<file path="src/rtl/game_pkg.sv">
// Shared game definitions: power-up FSM encoding, screen limits, coordinate
// types and the interval-overlap helper used for pickup detection.
package game_pkg;

    localparam int unsigned COORD_W      = 10;
    localparam int unsigned SCREEN_Y_MAX = 479;
    localparam int unsigned SCREEN_X_MAX = 639;

    typedef logic [COORD_W-1:0] coord_t;
    // One extra bit so that position + size never wraps.
    typedef logic [COORD_W:0]   coord_ext_t;

    typedef enum logic [0:0] {
        IDLE    = 1'b0,
        FALLING = 1'b1
    } powerup_state_t;

    // Zero-extend a screen coordinate into the wide comparison domain.
    function automatic coord_ext_t coord_ext(input coord_t v);
        return {1'b0, v};
    endfunction

    // Half-open interval overlap [a_lo, a_lo+a_len) vs [b_lo, b_lo+b_len).
    // An empty interval (length 0) never overlaps anything.
    function automatic logic span_overlap(input coord_ext_t a_lo,
                                          input coord_ext_t a_len,
                                          input coord_ext_t b_lo,
                                          input coord_ext_t b_len);
        logic non_empty;
        non_empty = (a_len != coord_ext_t'(0)) && (b_len != coord_ext_t'(0));
        return non_empty && (a_lo < (b_lo + b_len)) && (b_lo < (a_lo + a_len));
    endfunction

endpackage

</file>
<file path="src/rtl/powerup_effect_timer.sv">
// Pickup effect timer: loads EFFECT_FRAMES on a pickup, counts down once per
// frame, and flags the effect as active while the count is non-zero.
module powerup_effect_timer
    import game_pkg::*;
#(
    parameter int unsigned EFFECT_FRAMES = 600
) (
    input  logic frame_clk,
    input  logic Reset,
    input  logic load,
    output logic active
);

    localparam int unsigned CNT_W = $clog2(EFFECT_FRAMES + 1);
    typedef logic [CNT_W-1:0] cnt_t;

    cnt_t count_r;
    cnt_t count_next_s;
    logic active_r;

    // Next count: a pickup reloads (also while already active), else count down to zero.
    always_comb begin
        count_next_s = count_r;
        if (load) begin
            count_next_s = cnt_t'(EFFECT_FRAMES);
        end else if (count_r != cnt_t'(0)) begin
            count_next_s = count_r - cnt_t'(1);
        end else begin
            count_next_s = count_r;
        end
    end

    // Count register and registered active flag derived from the next count.
    always_ff @(posedge frame_clk) begin
        if (Reset) begin
            count_r  <= cnt_t'(0);
            active_r <= 1'b0;
        end else begin
            count_r  <= count_next_s;
            active_r <= (count_next_s != cnt_t'(0));
        end
    end

    assign active = active_r;

endmodule

</file>
<file path="src/rtl/powerup_controller.sv">
// Falling power-up object controller: spawns on a scheduler request, falls
// FALL_SPEED pixels per frame, and ends on player pickup or bottom exit.
// Optional pickup effect timer enabled with `define POWERUP_EFFECT_TIMER_EN.
module powerup_controller
    import game_pkg::*;
#(
    parameter int unsigned FALL_SPEED    = 2,
    parameter int unsigned PU_SIZE       = 16,
    parameter int unsigned START_Y       = 0,
    parameter int unsigned Y_MAX         = SCREEN_Y_MAX,
    parameter int unsigned EFFECT_FRAMES = 600
) (
    input  logic               frame_clk,
    input  logic               Reset,
    input  logic               generate_powerup,
    input  logic [COORD_W-1:0] powerup_startpos,
    input  logic [COORD_W-1:0] player_x,
    input  logic [COORD_W-1:0] player_y,
    input  logic [COORD_W-1:0] player_w,
    input  logic [COORD_W-1:0] player_h,
    output logic               powerup_exists,
    output logic [COORD_W-1:0] powerup_x,
    output logic [COORD_W-1:0] powerup_y,
    output logic               powerup_collected,
    output logic               powerup_missed,
    output logic               powerup_active
);

    localparam coord_ext_t PU_SIZE_EXT    = coord_ext_t'(PU_SIZE);
    localparam coord_ext_t FALL_SPEED_EXT = coord_ext_t'(FALL_SPEED);
    localparam coord_ext_t Y_MAX_EXT      = coord_ext_t'(Y_MAX);
    localparam coord_t     START_Y_C      = coord_t'(START_Y);

    powerup_state_t state_r;
    powerup_state_t state_next_s;
    coord_t         x_r;
    coord_t         y_r;
    coord_t         x_next_s;
    coord_t         y_next_s;
    logic           collected_r;
    logic           missed_r;
    logic           collected_next_s;
    logic           missed_next_s;
    logic           hit_s;
    coord_ext_t     y_step_s;

    // Overlap is evaluated on the registered object position, never on next values.
    assign hit_s = span_overlap(coord_ext(x_r), PU_SIZE_EXT,
                                coord_ext(player_x), coord_ext(player_w)) &&
                   span_overlap(coord_ext(y_r), PU_SIZE_EXT,
                                coord_ext(player_y), coord_ext(player_h));

    assign y_step_s = coord_ext(y_r) + FALL_SPEED_EXT;

    // Next-state logic: spawn from IDLE; in FALLING, pickup beats miss beats falling.
    always_comb begin
        state_next_s     = state_r;
        x_next_s         = x_r;
        y_next_s         = y_r;
        collected_next_s = 1'b0;
        missed_next_s    = 1'b0;
        case (state_r)
            IDLE: begin
                if (generate_powerup) begin
                    state_next_s = FALLING;
                    x_next_s     = powerup_startpos;
                    y_next_s     = START_Y_C;
                end else begin
                    state_next_s = IDLE;
                end
            end
            FALLING: begin
                // Requests arriving here are dropped, including on the exit frame.
                if (hit_s) begin
                    state_next_s     = IDLE;
                    collected_next_s = 1'b1;
                end else if (y_step_s > Y_MAX_EXT) begin
                    state_next_s  = IDLE;
                    missed_next_s = 1'b1;
                end else begin
                    y_next_s = y_step_s[COORD_W-1:0];
                end
            end
            default: begin
                state_next_s = IDLE;
            end
        endcase
    end

    // State, position and pulse registers; reset discards any live object silently.
    always_ff @(posedge frame_clk) begin
        if (Reset) begin
            state_r     <= IDLE;
            x_r         <= coord_t'(0);
            y_r         <= coord_t'(0);
            collected_r <= 1'b0;
            missed_r    <= 1'b0;
        end else begin
            state_r     <= state_next_s;
            x_r         <= x_next_s;
            y_r         <= y_next_s;
            collected_r <= collected_next_s;
            missed_r    <= missed_next_s;
        end
    end

    assign powerup_exists    = (state_r == FALLING);
    assign powerup_x         = x_r;
    assign powerup_y         = y_r;
    assign powerup_collected = collected_r;
    assign powerup_missed    = missed_r;

`ifdef POWERUP_EFFECT_TIMER_EN
    powerup_effect_timer #(
        .EFFECT_FRAMES (EFFECT_FRAMES)
    ) u_effect_timer (
        .frame_clk (frame_clk),
        .Reset     (Reset),
        .load      (collected_next_s),
        .active    (powerup_active)
    );
`else
    assign powerup_active = 1'b0;
`endif

endmodule
</file>
<file path="config.mk">
export PLATFORM = sky130hd
export DESIGN_NAME = powerup_controller
export DESIGN_NICKNAME = d
export VERILOG_FILES = /design/src/rtl/game_pkg.sv /design/src/rtl/powerup_effect_timer.sv /design/src/rtl/powerup_controller.sv
export SDC_FILE = /design/constraint.sdc
export NUM_CORES = 1
export LEC_CHECK = 0
export BUFFER_PORTS_ARGS = -buffer_cell sky130_fd_sc_hd__buf_2
export CAP_MARGIN = 5
export CELL_PAD_IN_SITES_DETAIL_PLACEMENT = 0
export CELL_PAD_IN_SITES_GLOBAL_PLACEMENT = 1
export CORE_MARGIN = 10
export CORE_UTILIZATION = 43
export CTS_BUF_LIST = sky130_fd_sc_hd__clkbuf_2 sky130_fd_sc_hd__clkbuf_4 sky130_fd_sc_hd__clkbuf_8
export CTS_CLUSTER_SIZE = 16
export DETAILED_ROUTE_END_ITERATION = 6
export GPL_TIMING_DRIVEN = 0
export PLACE_DENSITY_LB_ADDON = 0.1
export SYNTH_ARGS = -nofsm -noshare
export SYNTH_HDL_FRONTEND = slang
export SYNTH_SLANG_ARGS = --single-unit
</file>
<file path="constraint.sdc">
create_clock -name frame_clk -period 9 [get_ports frame_clk]
set_clock_uncertainty 0.15 [all_clocks]
set_input_delay 0.45 -clock frame_clk [delete_from_list [all_inputs] [get_ports frame_clk]]
set_output_delay 0.45 -clock frame_clk [all_outputs]
set_load 0.02 [all_outputs]
</file>
==> flow_summary.ini <==
[clock_network]
cts_tree = built
root_buffer = clkbuf_8
ctsResizeCount = 0
post_cts_buffers = 0
cts_max_level = 1
cts_buffer_depth = 2
cts.clk_slew.worst_paths_ns = 0.08
cts_buffers = 3
clock-sinks = 22
clock_latency_ns = 0.26
holdBufCountCts = 0

[sta]
finalCriticalPeriod_ns = 3.92
setup_viol = 0
drv_slew = 0
max-slew-margin-rel_pct = 65.2
finalHoldViolCount = 0
rsz0062_at_grt = false
setup_tns_ns = 0
worst-slew-pin-transition_ns = 0.517
max_freq_mhz = 255
fin_crit_sh_pct = 43.5

[floorplan]
die_y_um = 100
dieArea_um2 = 10100
ios = 77
die_width_um = 100
core-area_um2 = 6310
start_util_pct = 44.1
rows = 29

[status]
outcome = finished clean

[min_path]
hold_path.class = in -> reg

[synthesis]
ys_seq_area_share_pct = 15.8
netlist_area_um2 = 2790
avgSynthCellArea_um2 = 8.12
yosysWarnings = 0
synthTopCellsByCount = 59 x ha_1, 35 x a21oi_1, 34 x nand2_1
async_flop_share_pct = 0
synth_top_area_share_pct = 26.5
synth_top_area_cell = ha_1
synth_edf_count = 0
synth_ff_type = dfxtp_1
syn-instance-count = 343
synthMostInstantiatedCell = ha_1
yosysUniqueCellTypes = 52
synth_area_leaders = ha_1 27%, dfxtp_1 16%, a21oi_1 6.3%
synth_seq_cells = 22

[worst_setup_path]
critPathKind = in -> reg
endpoint_kind = flip-flop
startpoint_type = input pin
worstPathRequired_ns = 9.06
crit_arrival_ns = 3.98
critPathMaxFanout = 7

[detailed_routing]
firstDrtPassIters = 4
via_per_inst = 5.46
ant_nets = 0
avgRoutedWirePerCell_um = 14.9
via_count = 2727
first_iter_violations = 112
postRouteWirelength_um = 7430
drc = 0

[pwr]
p_leak_nw = 1.64
pwr_density_cell_nw_per_um2 = 97.3
ir_drop_uv = 78.9

[layout]
final_core_util_pct = 52.4
syn2layout_area_growth_pct = 18.9
diodes = 0
final_layout_size_suffix_gt1_share_pct = 22.3
fin_nets = 537
fillers = 666

[grt]
grt_antenna_before_repair = 0
grt-ovfl-total = 0
grt_max_degree = 13
grt_pass1_vias = 2727
grtUsageTotal_pct = 14.5
grt_pass1_wl_um = 12400

[placed_design]
io_buffers = 74
place.gp.congestion = 0.799
dp_hpwl_um = 6360

[job]
maxCapViolCount = 0
-- worst paths after layout --
kind / endpoint / depth (start not counted) / slack, ns / startpoint
setup reg to reg: powerup_y[9] / 10 / 5.85 / powerup_y[4]
setup / recovery: powerup_y[9] / 15 / 5.08 / player_x[0]
hold / removal: powerup_x[2] / 3 / 0.27 / powerup_startpos[2]
hold reg to reg: powerup_x[0] / 2 / 0.35 / powerup_x[0]
-- layer usage --
layer	vias to the layer above	part of all wire [%]	global-route usage [%]	wire, um
met2	60	49	25.3	3620
li1	1432	-	-	-
met5	-	0	0	0
met4	0	1.1	2.61	80
met1	1227	43	17.5	3230
met3	8	6.7	3.70	499
-- power breakdown --
| part | internal (W) | leakage [nW] | switching [W] | total (W) |
|---|---|---|---|---|
| logic | 0.0000634 | 1.43 | 0.0000794 | 0.000143 |
| registers | 0.000101 | 0.179 | 0.00000658 | 0.000108 |
| clock network | 0.0000390 | 0.0288 | 0.0000324 | 0.0000714 |
-- stage by stage --
stage	worst slack (ns)	instance area [um^2]	power (W)	std cells	hold WS, ns
floorplan	5.42	2790	0.000210	344	0.369
global placement	4.82	3260	0.000252	495	0.334
detailed placement	4.81	3260	0.000254	495	0.337
CTS	5.07	3310	0.000325	499	0.265
global route	4.74	3310	0.000350	499	0.283
finish	5.08	3310	0.000322	499	0.266
-- registers in the layout, summed over array words and instances (netlist names) --
name,count
powerup_collected,1
powerup_exists,1
powerup_missed,1
powerup_x,10
powerup_y,9
-- cells in the final DEF, fill, tap and decap left out, types with 5 or more instances in the layout --
master / Yosys / layout
a21oi_1: 35 / 35
nor4_1: 6 / 6
nor2_1: 16 / 16
xor2_1: 15 / 15
ha_1: 59 / 59
nand2b_1: 6 / 6
nand3_1: 16 / 16
xnor2_1: 11 / 11
nand4_1: 6 / 6
dfxtp_1: 22 / 22
nor3_1: 5 / 5
inv_1: 16 / 16
buf_2: 2 / 76
o21ai_0: 12 / 12
a21o_1: 14 / 14
nand2_1: 34 / 34
o21bai_1: 5 / 5
-- cell type report --
cell class	count	area, um^2	area share (%)
multi-input cells	297	2230	67.5
clock buffers	4	55.1	1.66
well taps	77	96.3	2.91
inverters	16	60.1	1.81
flip-flops and latches	22	440	13.3
repair buffers	74	370	11.2
plain buffers	9	55.1	1.66
-- worst max-delay path, cell delays in order --
cell and delay, ns:
buf_2 0.10, ha_1 0.22, fa_1 0.43, a211oi_1 0.36, o21bai_1 0.13, a21oi_1 0.18
xor2_1 0.20, ha_1 0.29, a21oi_1 0.12, and3_1 0.15, o21ai_0 0.13, a221oi_1 0.33
o2111ai_2 0.25, a211oi_4 0.45, and2_1 0.18
-- logic make-up (layout without fill, tap and decap cells) --
| logic type | after synthesis | after routing | share of synthesized area, % |
|---|---|---|---|
| AOI/OAI and AO/OA | 99 | 99 | 24.2 |
| other | 1 | 2 | 0.135 |
| muxes | 1 | 1 | 0.359 |
| adders and majority gates | 61 | 61 | 27.9 |
| buffers and inverters | 25 | 103 | 4.13 |
| and+or+nand+nor | 108 | 108 | 19.3 |
| xor gates and xnor gates | 26 | 26 | 8.18 |
| DFF | 22 | 22 | 15.8 |
Power figures use the tool's default switching activity.
